`src/rtl/operand_fetch_pkg.sv`:
```
// Shared widths, opcode type and bank-slicing helper for the operand fetch stage.
// Latency: none (declarations only).
// Backpressure: not applicable.
package operand_fetch_pkg;

    localparam int DATA_W = 16;
    localparam int REG_N  = 16;
    localparam int SEL_W  = $clog2(REG_N);
    localparam int IMM_W  = 8;
    localparam int SEXT_W = DATA_W - IMM_W;

    typedef logic [3:0] opcode_t;

    // Pull register k out of the flattened bank bus.
    function automatic logic [DATA_W-1:0] reg_slice(
        input logic [REG_N*DATA_W-1:0] bank,
        input logic [SEL_W-1:0]        k
    );
        return bank[int'(k)*DATA_W +: DATA_W];
    endfunction

endpackage

```
`src/rtl/operand_fetch_if.sv`:
```
// Instruction-in and operand-out channels of the operand fetch stage.
// Latency: none (wiring only).
// Backpressure: InReady upstream, OutReady from execute.
interface operand_fetch_if;
    import operand_fetch_pkg::*;

    // Instruction channel
    logic              InValid;
    logic              InReady;
    logic [SEL_W-1:0]  SrcA;
    logic [SEL_W-1:0]  SrcB;
    logic              UseSrcA;
    logic              UseSrcB;
    logic              UseImm;
    logic [IMM_W-1:0]  Imm;
    logic [SEL_W-1:0]  Dest;
    logic              WriteDest;
    opcode_t           Opcode;

    // Operand channel
    logic              OutValid;
    logic              OutReady;
    logic [DATA_W-1:0] OperandA;
    logic [DATA_W-1:0] OperandB;
    logic [SEL_W-1:0]  OutDest;
    logic              OutWriteDest;
    opcode_t           OutOpcode;

    // Stage view
    modport slave (
        input  InValid, SrcA, SrcB, UseSrcA, UseSrcB, UseImm, Imm, Dest,
               WriteDest, Opcode, OutReady,
        output InReady, OutValid, OperandA, OperandB, OutDest, OutWriteDest,
               OutOpcode
    );

    // Decode / execute view
    modport master (
        output InValid, SrcA, SrcB, UseSrcA, UseSrcB, UseImm, Imm, Dest,
               WriteDest, Opcode, OutReady,
        input  InReady, OutValid, OperandA, OperandB, OutDest, OutWriteDest,
               OutOpcode
    );

endinterface

```
`src/rtl/operand_fetch_scoreboard.sv`:
```
// Pending-write scoreboard: one bit per register, set on issue, cleared on write-back.
// Latency: lookups are combinational; set/clear take effect after the edge.
// Backpressure: none; the caller decides when to set.
module operand_scoreboard
    import operand_fetch_pkg::*;
(
    input  logic             clk,
    input  logic             reset,
    input  logic             set_en,
    input  logic [SEL_W-1:0] set_sel,
    input  logic             clr_en,
    input  logic [SEL_W-1:0] clr_sel,
    input  logic [SEL_W-1:0] sel_a,
    input  logic [SEL_W-1:0] sel_b,
    input  logic [SEL_W-1:0] sel_d,
    output logic             pend_a,
    output logic             pend_b,
    output logic             pend_d
);

    logic [REG_N-1:0] pending;
    logic [REG_N-1:0] set_mask;
    logic [REG_N-1:0] clr_mask;

    // Decode set/clear selects into one-hot masks.
    always_comb begin
        set_mask = '0;
        clr_mask = '0;
        if (set_en) set_mask[set_sel] = 1'b1;
        if (clr_en) clr_mask[clr_sel] = 1'b1;
    end

    // Lookups see a same-cycle write-back as already cleared.
    always_comb begin
        pend_a = pending[sel_a] && !(clr_en && (clr_sel == sel_a));
        pend_b = pending[sel_b] && !(clr_en && (clr_sel == sel_b));
        pend_d = pending[sel_d] && !(clr_en && (clr_sel == sel_d));
    end

    // Clear first, then set, so a same-register set wins over the clear.
    always_ff @(posedge clk) begin
        if (reset) begin
            pending <= '0;
        end else begin
            pending <= (pending & ~clr_mask) | set_mask;
        end
    end

endmodule

```
`src/rtl/operand_fetch.sv`:
```
// Operand fetch: selects/forwards source operands, stalls on RAW/WAW hazards, one output slot.
// Latency: accept at edge N presents the result after edge N.
// Backpressure: InReady drops on hazards or when the full slot is not being drained.
module operand_fetch
    import operand_fetch_pkg::*;
(
    input  logic                    Clock,
    input  logic                    reset,
    input  logic [REG_N*DATA_W-1:0] RegFile,
    input  logic                    WbEnable,
    input  logic [SEL_W-1:0]        WbSelect,
    input  logic [DATA_W-1:0]       WbData,
    operand_fetch_if.slave          bus
);

    logic              pend_a;
    logic              pend_b;
    logic              pend_d;
    logic              hazard;
    logic              waw;
    logic              in_ready;
    logic              accept;
    logic              use_b_reg;
    logic [DATA_W-1:0] opnd_a;
    logic [DATA_W-1:0] opnd_b;

    logic              out_valid;
    logic [DATA_W-1:0] out_a;
    logic [DATA_W-1:0] out_b;
    logic [SEL_W-1:0]  out_dest;
    logic              out_wd;
    opcode_t           out_op;

    operand_scoreboard u_scoreboard (
        .clk     (Clock),
        .reset   (reset),
        .set_en  (accept && bus.WriteDest),
        .set_sel (bus.Dest),
        .clr_en  (WbEnable),
        .clr_sel (WbSelect),
        .sel_a   (bus.SrcA),
        .sel_b   (bus.SrcB),
        .sel_d   (bus.Dest),
        .pend_a  (pend_a),
        .pend_b  (pend_b),
        .pend_d  (pend_d)
    );

    // Hazard detection and handshake; InReady ignores InValid on purpose.
    always_comb begin
        use_b_reg = bus.UseSrcB && !bus.UseImm;
        hazard    = (bus.UseSrcA && pend_a) || (use_b_reg && pend_b);
        waw       = bus.WriteDest && pend_d;
        in_ready  = !hazard && !waw && (!out_valid || bus.OutReady);
        accept    = bus.InValid && in_ready;
    end

    // Operand muxes: same-cycle write-back beats the bank, immediate beats SrcB.
    always_comb begin
        opnd_a = reg_slice(RegFile, bus.SrcA);
        opnd_b = reg_slice(RegFile, bus.SrcB);
        if (bus.UseSrcA && WbEnable && (WbSelect == bus.SrcA)) opnd_a = WbData;
        if (use_b_reg && WbEnable && (WbSelect == bus.SrcB))   opnd_b = WbData;
        if (bus.UseImm) opnd_b = {{SEXT_W{bus.Imm[IMM_W-1]}}, bus.Imm};
    end

    // Output slot: load on accept, drain on OutReady, otherwise hold.
    always_ff @(posedge Clock) begin
        if (reset) begin
            out_valid <= 1'b0;
            out_a     <= '0;
            out_b     <= '0;
            out_dest  <= '0;
            out_wd    <= 1'b0;
            out_op    <= '0;
        end else if (accept) begin
            out_valid <= 1'b1;
            out_a     <= opnd_a;
            out_b     <= opnd_b;
            out_dest  <= bus.Dest;
            out_wd    <= bus.WriteDest;
            out_op    <= bus.Opcode;
        end else if (bus.OutReady) begin
            out_valid <= 1'b0;
        end
    end

    assign bus.InReady      = in_ready;
    assign bus.OutValid     = out_valid;
    assign bus.OperandA     = out_a;
    assign bus.OperandB     = out_b;
    assign bus.OutDest      = out_dest;
    assign bus.OutWriteDest = out_wd;
    assign bus.OutOpcode    = out_op;

endmodule

```
`src/flat_wrapper.sv`:
```
// flat-port wrapper written by rule: the top's interface ports become plain ports
module operand_fetch_flat import operand_fetch_pkg::*;
  (Clock, reset, RegFile, WbEnable, WbSelect, WbData, bus_InValid, bus_SrcA, bus_SrcB, bus_UseSrcA, bus_UseSrcB, bus_UseImm, bus_Imm, bus_Dest, bus_WriteDest, bus_Opcode, bus_OutReady, bus_InReady, bus_OutValid, bus_OperandA, bus_OperandB, bus_OutDest, bus_OutWriteDest, bus_OutOpcode);
  operand_fetch_if bus_i ();
  input  logic Clock;
  input  logic reset;
  input  logic [REG_N*DATA_W-1:0] RegFile;
  input  logic WbEnable;
  input  logic [SEL_W-1:0] WbSelect;
  input  logic [DATA_W-1:0] WbData;
  input wire logic [$bits(bus_i.InValid)-1:0] bus_InValid;
  input wire logic [$bits(bus_i.SrcA)-1:0] bus_SrcA;
  input wire logic [$bits(bus_i.SrcB)-1:0] bus_SrcB;
  input wire logic [$bits(bus_i.UseSrcA)-1:0] bus_UseSrcA;
  input wire logic [$bits(bus_i.UseSrcB)-1:0] bus_UseSrcB;
  input wire logic [$bits(bus_i.UseImm)-1:0] bus_UseImm;
  input wire logic [$bits(bus_i.Imm)-1:0] bus_Imm;
  input wire logic [$bits(bus_i.Dest)-1:0] bus_Dest;
  input wire logic [$bits(bus_i.WriteDest)-1:0] bus_WriteDest;
  input wire logic [$bits(bus_i.Opcode)-1:0] bus_Opcode;
  input wire logic [$bits(bus_i.OutReady)-1:0] bus_OutReady;
  output wire logic [$bits(bus_i.InReady)-1:0] bus_InReady;
  output wire logic [$bits(bus_i.OutValid)-1:0] bus_OutValid;
  output wire logic [$bits(bus_i.OperandA)-1:0] bus_OperandA;
  output wire logic [$bits(bus_i.OperandB)-1:0] bus_OperandB;
  output wire logic [$bits(bus_i.OutDest)-1:0] bus_OutDest;
  output wire logic [$bits(bus_i.OutWriteDest)-1:0] bus_OutWriteDest;
  output wire logic [$bits(bus_i.OutOpcode)-1:0] bus_OutOpcode;
  assign bus_i.InValid = bus_InValid;
  assign bus_i.SrcA = bus_SrcA;
  assign bus_i.SrcB = bus_SrcB;
  assign bus_i.UseSrcA = bus_UseSrcA;
  assign bus_i.UseSrcB = bus_UseSrcB;
  assign bus_i.UseImm = bus_UseImm;
  assign bus_i.Imm = bus_Imm;
  assign bus_i.Dest = bus_Dest;
  assign bus_i.WriteDest = bus_WriteDest;
  assign bus_i.Opcode = bus_Opcode;
  assign bus_i.OutReady = bus_OutReady;
  assign bus_InReady = bus_i.InReady;
  assign bus_OutValid = bus_i.OutValid;
  assign bus_OperandA = bus_i.OperandA;
  assign bus_OperandB = bus_i.OperandB;
  assign bus_OutDest = bus_i.OutDest;
  assign bus_OutWriteDest = bus_i.OutWriteDest;
  assign bus_OutOpcode = bus_i.OutOpcode;
  operand_fetch u_core (.Clock(Clock), .reset(reset), .RegFile(RegFile), .WbEnable(WbEnable), .WbSelect(WbSelect), .WbData(WbData), .bus(bus_i));
endmodule
```
`config.mk`:
```
export PLATFORM = sky130hd
export DESIGN_NAME = operand_fetch_flat
export DESIGN_NICKNAME = d
export VERILOG_FILES = /design/src/rtl/operand_fetch_pkg.sv /design/src/rtl/operand_fetch_if.sv /design/src/rtl/operand_fetch_scoreboard.sv /design/src/rtl/operand_fetch.sv /design/src/flat_wrapper.sv
export SDC_FILE = /design/constraint.sdc
export NUM_CORES = 1
export LEC_CHECK = 0
export BUFFER_PORTS_ARGS = -buffer_cell sky130_fd_sc_hd__buf_2
export CORE_MARGIN = 1
export CORE_UTILIZATION = 30
export DETAILED_ROUTE_END_ITERATION = 10
export PLACE_DENSITY = 0.64
export SLEW_MARGIN = 20
export SYNTH_ARGS = -nofsm -noshare
export SYNTH_HDL_FRONTEND = slang
export SYNTH_SLANG_ARGS = --single-unit
export TNS_END_PERCENT = 50
```
`constraint.sdc`:
```
create_clock -name Clock -period 4.43 [get_ports Clock]
set_input_delay 0 -clock Clock [delete_from_list [all_inputs] [get_ports Clock]]
set_output_delay 0 -clock Clock [all_outputs]
set_load 0.02 [all_outputs]
```
==> key figures, run 1 <==
Timing
  • Worst slew pin tran: 1.10 ns
  • Setup violators final: 0
  • Setup TNS after final layout: 0 ns
  • Final Max Tran Viols: 0
  • RSZ-0062 raised after global routing: no
  • Final hold violation count: 0
  • Skew final: 0.00774 ns
  • Tmin final: 2.88 ns
  • Slew headroom: 26.6%
  • Max Fclk: 347 MHz
  • Min Hold Slack: 0.0126 ns
  • Final Cycle Share: 65.1%

Clock tree
  • H-tree levels: 3
  • Clock slew at reported path FFs: 0.05 ns
  • Cts bufs inserted: 9
  • Post-CTS Repair Setup Buffers: 0
  • CTS tree: built
  • Worst skew pair latency: 0.33 ns
  • CTS root buf: clkbuf_16
  • # clock sinks: 58
  • CTS Buffer Depth: 2

Logic synthesis
  • Mapped Area: 7130 um2
  • Syn Inst Count: 617
  • Number of flops mapped to enable cells by yosys: 0
  • Multiplexer area fraction after synthesis: 51.9%
  • Synth top area share: 45.8%
  • Most common cell in the netlist: mux4_2
  • Top FF cell, synth: dfxtp_1
  • Simple-Gate Fraction of Synth Area: 5.81%
  • Sequential-to-total area share from yosys stat: 16.3%
  • Distinct cells, synth: 44
  • Syn. warnings: 0
  • Post-synthesis compound-gate area fraction: 18.6%
  • Main combinational cell family by area after synthesis: multiplexers
  • Cell taking the most area after synthesis: mux4_2
  • #FFs+latches synth: 58
  • Post-synth ARST share: 0%
  • Syn avg cell area: 11.6 um2
  • Post-Synth XOR/XNOR Area: 1.47%
  • Top cells by area, synth: mux4_2 46%, dfxtp_1 16%, mux2i_1 4.5%
  • Post-synth top cells: 145 x mux4_2, 58 x dfxtp_1, 52 x a21oi_1
  • Syn nets: 926
  • Synth Area in Adders: 0%

Critical path
  • Worst reg2reg setup slack: 1.68 ns
  • Reg2Reg Capture Point: u_core.bus.OperandB[11]$_SDFFE_PP0P_
  • Worst-path fanout max: 15
  • Kind of critical path: reg -> out
  • Worst setup SP type: flop
  • R2R cell count: 6
  • Arrival time worst endpoint: 2.88 ns
  • R2r startpoint: u_core.u_scoreboard.pending[5]$_SDFF_PP0_
  • Data required, critical path: 4.43 ns
  • Worst Setup End Kind: primary output

Placement
  • HPWL Detailed: 25,200 um
  • GP Congestion: 0.979
  • Dpl cell area: 8980 um2
  • I/O Buffers: 351

Pwr
  • Leak pwr: 3.90 nW
  • VDD IR max: 0.179 mV
  • Pwr/cell area: 231 nW/um2

Die
  • Core outline area: 23,400 um2
  • Starting Density: 30.5%
  • Num ports: 352
  • Die height: 156 um
  • Die area: 24,400 um2
  • # rows: 56
  • Chip Width: 156 um

Global routing
  • Global-route wire length before repair: 45,500 um
  • Total GRT Usage: 25.3%
  • Vias in the first global route: 7,444
  • Largest net degree at the start of global routing: 45
  • Grt ovf: 0
  • Initial antenna violation count: 10

Detailed routing
  • WL per Instance: 25.1 um
  • Via count: 7,445
  • DR DRC count: 0
  • Routed Antenna Nets: 0
  • DR iter-0 viols: 685
  • Post-Route WL: 31,300 um
  • Via density: 5.97
  • Drt first pass iters: 5

Min path
  • Hold Path Depth: 3
  • Hold WC Path Type: in -> reg
  • Startpoint of the worst hold path: bus_Imm[1]
  • Hold EP: u_core.bus.OperandB[1]$_SDFFE_PP0P_

Cells and area
  • Nets: 1,222
  • Area Overhead vs Synth: 31.5%
  • Layout cell share with drive strength beyond 1: 58.7%
  • Design area: 9380 um2
  • Fillers: 2,374

Flow run
  • Max cap viols: 0

Status
  • Status: completed
routing by layer:
layer / routed length (um) / vias up / global-route usage, %
met1: 13300 / 3668 / 35.2
met2: 14200 / 466 / 37.9
met5: 13 / - / 0
li1: - / 3249 / -
met3: 2860 / 60 / 5.53
met4: 1010 / 2 / 10.0
layout make-up:
class / count / area (um2) / share of cell area, %
Tap cell: 319 / 399 / 4.26
Antenna cell: 10 / 25.0 / 0.267
Clock buffer: 15 / 288 / 3.07
Sequential cell: 58 / 1160 / 12.4
Multi-Input combinational cell: 467 / 5550 / 59.2
Clock inverter: 1 / 30.0 / 0.320
Timing Repair Buffer: 365 / 1880 / 20.0
Inverter: 12 / 45.0 / 0.480
cell usage in the layout, fill, tap and decap left out, types with 16 or more instances in the layout:
cell type	Yosys	routed
mux4_2	145	145
mux2i_1	32	32
buf_2	33	349
dfxtp_1	58	58
a22oi_1	32	32
nand2_1	30	30
o211ai_1	24	24
a21oi_1	52	52
nand3_1	21	21
a211oi_1	16	16
through the flow:
step	util (%)	setup slack [ns]	total power (W)	cells
6_report	40.1	1.55	0.00217	1247
5_1_grt	40.0	1.34	0.00227	1243
4_1_cts	40.0	1.53	0.00217	1237
3_5_place_dp	38.4	1.38	0.00144	1216
3_3_place_gp	38.4	1.41	0.00143	1216
2_1_floorplan	-	2.41	0.00111	617
cell families (layout without fill, tap and decap cells):
logic type,Yosys count,count (layout)
AO/OA/AOI/OAI,188,188
XOR/XNOR,12,12
buffers and inverters,92,393
flip-flops,58,58
multiplexers,187,187
other,0,10
AND/OR/NAND/NOR,80,80
registers in the layout, summed over array words and instances, names as in the netlist:
register,flops
u_core.bus.OperandB,16
u_core.bus.OutValid,1
u_core.bus.OutOpcode,4
u_core.bus.OutWriteDest,1
u_core.u_scoreboard.pending,16
u_core.bus.OutDest,4
u_core.bus.OperandA,16
power breakdown:
group          switching, W  internal, W  leakage [nW]
registers         0.0000226     0.000558         0.477
logic              0.000438     0.000418          3.26
clock network      0.000234     0.000497         0.156
critical path: stages (launching register included):
cell and delay, ns:
dfxtp_1 0.34, mux4_2 0.47, nand3b_1 0.09, and4_1 0.28
o32a_1 0.63, nand3_2 0.42, inv_1 0.14, buf_2 0.17
repair_timing:
action,4_1_cts,5_1_grt
endpoints found under the hold margin,5,0
hold buffers,5,0
gates resized for setup,0,0
worst max path at each step:
stage                                           endpoint  depth (start not counted)  slack (ns)                                 startpoint
finish                                       bus_InReady                          7        1.55  u_core.u_scoreboard.pending[7]$_SDFF_PP0_
CTS                                          bus_InReady                          8        1.53                                bus_SrcB[0]
detailed placement  u_core.bus.OperandB[11]$_SDFFE_PP0P_                          7        1.38                                bus_SrcA[0]
floorplan            u_core.bus.OperandB[0]$_SDFFE_PP0P_                          7        2.41                                bus_SrcB[0]
global route                                 bus_InReady                          8        1.34                                bus_SrcB[0]
global placement    u_core.bus.OperandB[12]$_SDFFE_PP0P_                          7        1.41                                bus_SrcA[0]
Note: power is estimated with default switching activity, not from simulation.
==> inputs of run 2 (changes only) <==
Settings changed: PLACE_DENSITY 0.64 to 0.66.
Clock period 4.43 ns to 2.5 ns, I/O delays scaled along.
==> key figures, run 2 (same netlist as run 1, synthesis figures left out) <==
Clock tree
  • Cts bufs inserted: 9 (unchanged)
  • Worst skew pair latency: 0.33 ns (about the same)
  • CTS Buffer Depth: 2 (unchanged)
  • Clock slew at reported path FFs: 0.06 ns (was 0.05 ns)
  • H-tree levels: 3 (unchanged)
  • CTS root buf: clkbuf_16 (unchanged)
  • CTS tree: built (unchanged)
  • # clock sinks: 58 (unchanged)

Timing
  • Final hold violation count: 0 (unchanged)
  • Min Hold Slack: 0.00777 ns (was 0.0126 ns)
  • Setup TNS after final layout: 0 ns (unchanged)
  • Tmin final: 2.31 ns
  • Slew headroom: 46.9% (was 26.6%)
  • Skew final: 0.00965 ns (was 0.00774 ns)
  • RSZ-0062 raised after global routing: no (unchanged)
  • Worst slew pin tran: 0.796 ns (was 1.10 ns)
  • Worst setup margin: 0.190 ns (was 1.55 ns)
  • Final Max Tran Viols: 0 (unchanged)
  • Max Fclk: 433 MHz
  • Final Cycle Share: 92.4%
  • Setup violators final: 0 (unchanged)

Pwr
  • Psw: 0.00129 W (was 0.000695 W)
  • Leak pwr: 4.02 nW (was 3.90 nW)
  • P_int: 0.00253 W (was 0.00147 W)
  • Clk network pwr share: 32.0% (was 33.7%)
  • Pwr/cell area: 397 nW/um2 (was 231 nW/um2)
  • Sw Share: 33.7% (was 32.1%)
  • VDD IR max: 0.300 mV (was 0.179 mV)
  • Sequential power share: 26.8% (about the same)
  • Logic pwr share: 41.2% (was 39.5%)

Cells and area
  • Nets: 1,244 (was 1,222)
  • Most frequent cells in the layout: 349 x buf_2, 145 x mux4_2, 58 x dfxtp_1 (unchanged)
  • Fillers: 2,367 (was 2,374)
  • Design area: 9610 um2 (was 9380 um2)
  • Final Util: 41.1% (was 40.1%)
  • Area of the multi-input gates: 5560 um2 (was 5550 um2)
  • Seq. cell area: 1160 um2 (unchanged)
  • Commonest non-fill, non-tap cell in the layout: buf_2 (unchanged)
  • Area Overhead vs Synth: 34.8% (was 31.5%)
  • Layout cell share with drive strength beyond 1: 59.9% (was 58.7%)

Critical path
  • Critical path endpoint: bus_InReady (unchanged)
  • R2r startpoint: u_core.u_scoreboard.pending[0]$_SDFF_PP0_ (was u_core.u_scoreboard.pending[5]$_SDFF_PP0_)
  • Worst setup SP type: flop (unchanged)
  • Worst path max stage delay: 0.47 ns (was 0.63 ns)
  • Worst Setup End Kind: primary output (unchanged)
  • R2R cell count: 7 (was 6)
  • Crit path cell chain: mux4_2 -> nand3b_1 -> and4_1 -> o32a_2 -> nand3_4 -> inv_1 -> buf_2 (was mux4_2 -> nand3b_1 -> and4_1 -> o32a_1 -> nand3_2 -> inv_1 -> buf_2)
  • Critical Path Source: u_core.u_scoreboard.pending[7]$_SDFF_PP0_ (unchanged)
  • Reg2Reg Capture Point: u_core.bus.OperandB[14]$_SDFFE_PP0P_ (was u_core.bus.OperandB[11]$_SDFFE_PP0P_)
  • Kind of critical path: reg -> out (unchanged)
  • Arrival time worst endpoint: 2.31 ns (was 2.88 ns)
  • Data required, critical path: 2.50 ns (was 4.43 ns)
  • Worst-path fanout max: 13 (was 15)
  • Slowest-stage cell, CP: mux4_2 (was o32a_1)
  • Worst reg2reg setup slack: 0.20 ns (was 1.68 ns)

Global routing
  • Grt ovf: 0 (unchanged)
  • Global-route wire length before repair: 46,700 um (was 45,500 um)
  • Total GRT Usage: 25.9% (was 25.3%)
  • Largest net degree at the start of global routing: 44 (was 45)
  • Vias in the first global route: 7,553 (was 7,444)
  • Initial antenna violation count: 17 (was 10)

Detailed routing
  • Drt first pass iters: 6 (was 5)
  • Via count: 7,700 (was 7,445)
  • DR DRC count: 0 (unchanged)
  • DR iter-0 viols: 679 (was 685)
  • Via density: 6.06 (was 5.97)
  • Post-Route WL: 32,200 um (was 31,300 um)
  • Routed Antenna Nets: 0 (unchanged)
  • WL per Instance: 25.3 um (was 25.1 um)

Placement
  • Dpl cell area: 9220 um2 (was 8980 um2)
  • GP Congestion: 0.987 (was 0.979)
  • Placement Setup Slack: 0.0881 ns (was 1.38 ns)
  • HPWL Detailed: 26,200 um (was 25,200 um)
  • I/O Buffers: 351 (unchanged)

Die
  • Starting Density: 30.5% (unchanged)
  • Chip Width: 156 um (unchanged)
  • Die area: 24,400 um2 (unchanged)
  • # rows: 56 (unchanged)
  • Core outline area: 23,400 um2 (unchanged)
  • Die height: 156 um (unchanged)
  • Num ports: 352 (unchanged)

Min path
  • Hold WC Path Type: in -> reg (unchanged)

Flow run
  • Max cap viols: 0 (unchanged)

Status
  • Status: completed (unchanged)
-- run 2: routing by layer --
layer | vias to the layer above | GRT usage (%) | routed length, um
met1 | 3810 | 34.0 | 12800
met5 | - | 0 | 74
li1 | 3297 | - | -
met2 | 516 | 41.4 | 15300
met3 | 65 | 6.53 | 3150
met4 | 12 | 8.68 | 829
-- run 2: power by group through the flow --
stage,Clock [W],Sequential [W],Combinational [W]
2_1_floorplan,0,0.00111,0.000851
3_3_place_gp,0,0.00104,0.00154
3_5_place_dp,0,0.00104,0.00156
4_1_cts,0.00123,0.00102,0.00157
5_1_grt,0.00127,0.00103,0.00168
6_report,0.00122,0.00102,0.00158
-- run 2: how the worst min path moves through the flow --
stage | startpoint | slack [ns] | cells after the start | to
after global routing | bus_Imm[1] | 0.02 | 3 | u_core.bus.OperandB[1]$_SDFFE_PP0P_
after CTS | bus_Imm[2] | 0.0008 | 3 | u_core.bus.OperandB[2]$_SDFFE_PP0P_
after floorplan | bus_Dest[3] | 0.15 | 2 | u_core.bus.OutDest[3]$_SDFFE_PP0P_
final | bus_Imm[2] | 0.008 | 3 | u_core.bus.OperandB[2]$_SDFFE_PP0P_
after detailed placement | bus_Opcode[3] | 0.27 | 3 | u_core.bus.OutOpcode[3]$_SDFFE_PP0P_
after global placement | bus_Opcode[1] | 0.26 | 3 | u_core.bus.OutOpcode[1]$_SDFFE_PP0P_
-- run 2: worst max-delay path: cells and delay by family (launching register included) --
family / cells / cell delay, ns
and+or+nand+nor: 3 / 0.58
muxes: 1 / 0.47
DFF: 1 / 0.34
AOI/OAI and AO/OA: 1 / 0.32
buffers and inverters: 2 / 0.28
-- run 2: layout make-up --
class	instances	area share, %
multi-input combinational	467	57.8
timing repair buffer	387	22.1
sequential	58	12.1
tap	319	4.15
clock buffer	9	2.34
clock inverter	7	0.729
inverter	12	0.469
antenna	12	0.312
-- run 2: timing repair --
item / 4_1_cts / 5_1_grt
buffers inserted: 0 / 0
setup endpoints to repair: 1 / 2
hold buffers: 6 / 0
gates cloned: 0 / 0
gates resized for setup: 1 / 1
hold endpoints to repair: 6 / 0
-- run 2: metrics by stage --
stage	cells	total power [W]
after CTS	1259	0.00382
after floorplan	617	0.00196
after global placement	1237	0.00258
after detailed placement	1237	0.00260
final	1271	0.00382
after global routing	1267	0.00399
